$ cat config.mk
export PLATFORM = sky130hd
export DESIGN_NAME = proc_core_p
export DESIGN_NICKNAME = d
export VERILOG_FILES = /design/src/rtl/proc_core_p.sv
export SDC_FILE = /design/constraint.sdc
export NUM_CORES = 1
export LEC_CHECK = 0
export CORE_MARGIN = 2
export CORE_UTILIZATION = 26
export DETAILED_ROUTE_END_ITERATION = 16
export GPL_TIMING_DRIVEN = 1
export PLACE_DENSITY = 0.52
export SLEW_MARGIN = 10
export SYNTH_ARGS = -nofsm -noshare
export SYNTH_HDL_FRONTEND = slang
export SYNTH_SLANG_ARGS = --single-unit
$ cat constraint.sdc
create_clock -name clk -period 8.1 [get_ports clk]
set_clock_uncertainty 0.15 [all_clocks]
set_input_delay 1.215 -clock clk [delete_from_list [all_inputs] [get_ports clk]]
set_output_delay 1.215 -clock clk [all_outputs]
set_load 0.03 [all_outputs]
$ cat src/rtl/proc_core_p.sv
// Multi-cycle accumulator processor core with req/ack instruction and data memory ports.
// Sequence per instruction: FETCH (held until im_ack) -> EXEC -> optional MEM (held until dm_ack).
module proc_core_p #(
    parameter int DW   = 16,
    parameter int AW   = 16,
    parameter int NREG = 8
) (
    input  logic          clk,
    input  logic          rst,
    input  logic          run,
    output logic          im_req,
    output logic [AW-1:0] im_addr,
    input  logic [15:0]   im_rdata,
    input  logic          im_ack,
    output logic          dm_req,
    output logic          dm_we,
    output logic [AW-1:0] dm_addr,
    output logic [DW-1:0] dm_wdata,
    input  logic [DW-1:0] dm_rdata,
    input  logic          dm_ack,
    output logic [AW-1:0] pc_out,
    output logic [DW-1:0] ac_out,
    output logic          end_process
);
    localparam int RW = $clog2(NREG);

    localparam logic [3:0] OP_LDI  = 4'h1;
    localparam logic [3:0] OP_MVR  = 4'h2;
    localparam logic [3:0] OP_MVA  = 4'h3;
    localparam logic [3:0] OP_ADD  = 4'h4;
    localparam logic [3:0] OP_SUB  = 4'h5;
    localparam logic [3:0] OP_INC  = 4'h6;
    localparam logic [3:0] OP_LDM  = 4'h7;
    localparam logic [3:0] OP_STM  = 4'h8;
    localparam logic [3:0] OP_JMP  = 4'h9;
    localparam logic [3:0] OP_JZ   = 4'hA;
    localparam logic [3:0] OP_HALT = 4'hF;

    typedef enum logic [2:0] {
        S_IDLE,
        S_FETCH,
        S_EXEC,
        S_MEM,
        S_HALT
    } state_t;

    state_t        r_state;
    state_t        w_next;
    logic [AW-1:0] r_pc;
    logic [DW-1:0] r_ac;
    logic [15:0]   r_ir;
    logic          r_z;
    logic [DW-1:0] r_regs [NREG];

    logic [3:0]    w_op;
    logic [RW-1:0] w_rs;
    logic [DW-1:0] w_rs_val;
    logic [DW-1:0] w_imm_dw;
    logic [AW-1:0] w_imm_aw;
    logic [DW-1:0] w_add;
    logic [DW-1:0] w_sub;
    logic [DW-1:0] w_inc;

    assign w_op     = r_ir[15:12];
    // Masking keeps only the register-select bits that exist for this NREG.
    assign w_rs     = RW'(r_ir[11:8] & 4'(NREG - 1));
    assign w_rs_val = r_regs[w_rs];
    assign w_imm_dw = DW'(r_ir[7:0]);
    assign w_imm_aw = AW'(r_ir[7:0]);
    assign w_add    = r_ac + w_rs_val;
    assign w_sub    = r_ac - w_rs_val;
    assign w_inc    = w_rs_val + DW'(1);

    assign im_addr  = r_pc;
    assign pc_out   = r_pc;
    assign ac_out   = r_ac;
    assign dm_wdata = r_ac;
    assign dm_addr  = AW'(w_rs_val);

    always_ff @(posedge clk or posedge rst) begin
        if (rst) begin
            r_state <= S_IDLE;
        end else begin
            r_state <= w_next;
        end
    end

    // Requests decode straight from the state register so reset drops them immediately.
    always_comb begin
        w_next      = r_state;
        im_req      = 1'b0;
        dm_req      = 1'b0;
        dm_we       = 1'b0;
        end_process = 1'b0;
        case (r_state)
            S_IDLE: begin
                if (run) w_next = S_FETCH;
            end
            S_FETCH: begin
                im_req = 1'b1;
                if (im_ack) w_next = S_EXEC;
            end
            S_EXEC: begin
                if (w_op == OP_LDM || w_op == OP_STM) w_next = S_MEM;
                else if (w_op == OP_HALT)             w_next = S_HALT;
                else                                  w_next = S_FETCH;
            end
            S_MEM: begin
                dm_req = 1'b1;
                dm_we  = (w_op == OP_STM);
                if (dm_ack) w_next = S_FETCH;
            end
            S_HALT: begin
                end_process = 1'b1;
            end
            default: w_next = S_IDLE;
        endcase
    end

    always_ff @(posedge clk or posedge rst) begin
        if (rst) begin
            r_pc <= '0;
            r_ac <= '0;
            r_ir <= '0;
            r_z  <= 1'b0;
            for (int i = 0; i < NREG; i++) r_regs[i] <= '0;
        end else begin
            case (r_state)
                S_FETCH: begin
                    if (im_ack) begin
                        r_ir <= im_rdata;
                        r_pc <= r_pc + AW'(1);
                    end
                end
                S_EXEC: begin
                    case (w_op)
                        OP_LDI: begin
                            r_ac <= w_imm_dw;
                            r_z  <= (w_imm_dw == '0);
                        end
                        OP_MVR: r_regs[w_rs] <= r_ac;
                        OP_MVA: begin
                            r_ac <= w_rs_val;
                            r_z  <= (w_rs_val == '0);
                        end
                        OP_ADD: begin
                            r_ac <= w_add;
                            r_z  <= (w_add == '0);
                        end
                        OP_SUB: begin
                            r_ac <= w_sub;
                            r_z  <= (w_sub == '0);
                        end
                        OP_INC: r_regs[w_rs] <= w_inc;
                        OP_JMP: r_pc <= w_imm_aw;
                        OP_JZ: begin
                            if (r_z) r_pc <= w_imm_aw;
                        end
                        default: ;
                    endcase
                end
                S_MEM: begin
                    if (dm_ack && w_op == OP_LDM) begin
                        r_ac <= dm_rdata;
                        r_z  <= (dm_rdata == '0);
                    end
                end
                default: ;
            endcase
        end
    end
endmodule

==> summary.md <==
| Metric | Value |
|---|---|
| Total setup buffers inserted after CTS | 0 |
| Worst slack at placement | roughly 2.6 ns |
| Kind of critical path | register to register |
| GRT Max-Usage Layer | met2 |
| Drt drc | 0 |
| Core footprint | 42100 um2 |
| Total track usage | between 15 and 20% |
| Yosys reg bits | 179 |
| Leak pwr | 5.51 nW |
| Initial Util | 26.4% |
| Clock buffer depth | 2 |
| DR vias | roughly 9k |
| CTS tree | yes |
| Post-synth net total | about 1.3k |
| Final TNS setup | 0 ns |
| Drt pass-1 iters | 5 |
| Commonest non-fill, non-tap cells in the layout | 209 x nand2_1, 178 x dfrtp_1, 144 x o21ai_0 |
| WP data arrival | about 5.7 ns |
| Clk_lat worst skew | 0.44 ns |
| Post-route ant nets | 0 |
| Final setup violating endpoints | 0 |
| Max Cap Viol | 0 |
| WL final | 34.7 mm |
| Tcrit/Tclk final | 68.1% |
| Post-synth top flop | dfrtp_1 |
| Layout cells sized above 1 | ~8% |
| Clock Pin Slew Worst Setup and Hold Paths | around 0.08 ns |
| WL/cell | 18.9 um |
| Die ar. | 44500 um2 |
| Cells after DPL | roughly 1.8k |
| Via/cell ratio | a little over 5 |
| Peak supply drop | 0.000166 V |
| First-pass GRT wire length | 54.4 mm |
| Fmax achieved | ~180 MHz |
| Die height | 211 um |
| Largest net degree at the start of global routing | a little under 70 |
| Slew headroom | a little over a fifth |
| Row count | between 70 and 80 |
| Area growth from synthesis to layout | 18.2% |
| Final HPWL DP | 25.0 mm |
| Final Instance Count excl. Fillers | between 1.5k and 2k |
| Register area share after synthesis | around two fifths |
| Die X | 211 um |
| Initial antenna violation count | 0 |
| Critical path startpoint category | register |
| Vias in the first global route | 9176 |
| CTS sink count | 179 |
| Root buffer cell | clkbuf_16 |
| H-tree depth | 4 |
| Crit-path max FO | 33 |
| Class of the worst hold path | register to register |
| Number of flops mapped to enable cells by yosys | 0 |
| Inserted Clock Buffers | 17 |
| Status | complete, no violations |
| Worst setup margin | around 2.6 ns |
| Syn Area/Cell | between 9 and 10 um2 |
| # IOs | about 120 |
| # port buffers | roughly 120 |
| DRT iter0 DRCs | ~550 |
| Slew @ Worst Pin | between 1 and 1.5 ns |
| GR Util met3 | approximately 1.9% |
| Met1 usage | a little over a fifth |
| Mapped Area | 11100 um2 |
| Post-CTS Hold Fix Bufs | 0 |
| Met2 Track Usage GR | between 20% and 30% |
| Yosys warning total | 0 |
| RSZ-0062 raised after global routing | no |
| Post-cts resize count | 0 |
| Most common cell after layout, fill and taps aside | nand2_1 |
| Pwr dens | between 400 and 500 nW/um2 |
| Final nets | 1357 |
| Post-Synthesis Cells | 1229 |
| CP required | roughly 8.3 ns |
| RD Place Congestion | slightly below 0.9 |
| Global route total overflow | 0 |
| CP Capture Type | register |
| Endpoints failing hold | 0 |
| Post-synthesis async set-or-reset flop share | 100% |
| Antenna Cells | 0 |
| Yosys cell types | 90 |
| Final min period | around 5.5 ns |
| Slew Viols, Final | 0 |
[path summary, 6_finish.rpt]
path	start	to	slack, ns	cells past startpoint
worst max-delay path	r_ir[8]	r_z	2.59	14
worst min-delay path	r_regs[119]	r_regs[119]	0.33	2
worst max register to register	r_ir[8]	r_z	2.59	14
worst min register to register	r_regs[119]	r_regs[119]	0.33	2
max in group asynchronous	rst	r_regs[75]	5.39	3
min in group asynchronous	rst	ac_out[12]	1.11	2
[where the power goes]
| group | leakage (nW) | switching [mW] | internal [mW] |
|---|---|---|---|
| registers | 2.40 | 0.335 | 1.18 |
| logic | 2.82 | 2.03 | 1.23 |
| clock network | 0.291 | 0.383 | 0.477 |
| total | 5.51 | 2.75 | 2.89 |
[worst max-delay path: stages, from the launching register on]
cell      delay (ns)
dfrtp_2         0.63
buf_4           0.52
or3b_1          0.23
a21oi_4         0.07
nor3_1          0.69
ha_1            0.47
nand2b_1        0.24
a2111o_1        0.47
nand3_1         0.17
nand2_1         0.08
xor2_1          0.16
or4_1           0.55
or4_1           0.43
nor4_1          0.30
a41o_1          0.24
[kinds of logic after synthesis]
family / count (synthesis) / synth area share (%)
fa+ha+maj: 39 / 4.52
xor+xnor: 39 / 3.07
simple gates: 435 / 18.5
mux: 65 / 8.00
buf+inv: 138 / 6.42
compound gates: 334 / 19.2
flops: 179 / 40.3
[stage by stage]
| stage | utilization (%) | area, um2 | power (mW) | hold WS, ns |
|---|---|---|---|---|
| 2_1_floorplan | - | 11100 | 3.80 | 0.291 |
| 3_3_place_gp | 29.8 | 12600 | 4.73 | 0.306 |
| 3_5_place_dp | 29.8 | 12600 | 4.77 | 0.312 |
| 4_1_cts | 31.2 | 13200 | 5.66 | 0.329 |
| 5_1_grt | 31.2 | 13200 | 6.04 | 0.350 |
| 6_report | 31.2 | 13200 | 5.63 | 0.327 |
[layer usage]
metal,routed length (um),up-vias
li1,-,4449
met1,16200,4526
met2,16500,220
met3,1410,32
met4,639,0
met5,0,-
[cell usage after synthesis, types with 16 or more instances]
cell | n | area [um2]
nand2_1 | 209 | 785
xnor2_1 | 23 | 201
nor2_1 | 77 | 289
nor2b_1 | 17 | 106
a21oi_1 | 54 | 270
o21ai_0 | 144 | 721
inv_1 | 29 | 109
nand3_1 | 21 | 105
xor2_1 | 16 | 140
nand2b_1 | 17 | 106
o21ai_1 | 16 | 80.1
dfrtp_1 | 179 | 4480
buf_4 | 36 | 270
mux2i_1 | 30 | 300
ha_1 | 37 | 463
nor3_1 | 16 | 80.1
clkbuf_1 | 52 | 195
[registers in the layout (all words and copies together), names as in the netlist]
register and cells:
r_regs 128, im_addr 16, r_state 3, ac_out 16, r_ir 15, r_z 1
[layout make-up]
cell class / instances / area (um2)
Clock buffer: 19 / 453
Clock inverter: 11 / 143
Fill cell: 4374 / 29000
Inverter: 33 / 135
Multi-Input combinational cell: 912 / 5930
Sequential cell: 179 / 4480
Tap cell: 539 / 674
Timing Repair Buffer: 138 / 1330
(Power assumes the default switching activity.)
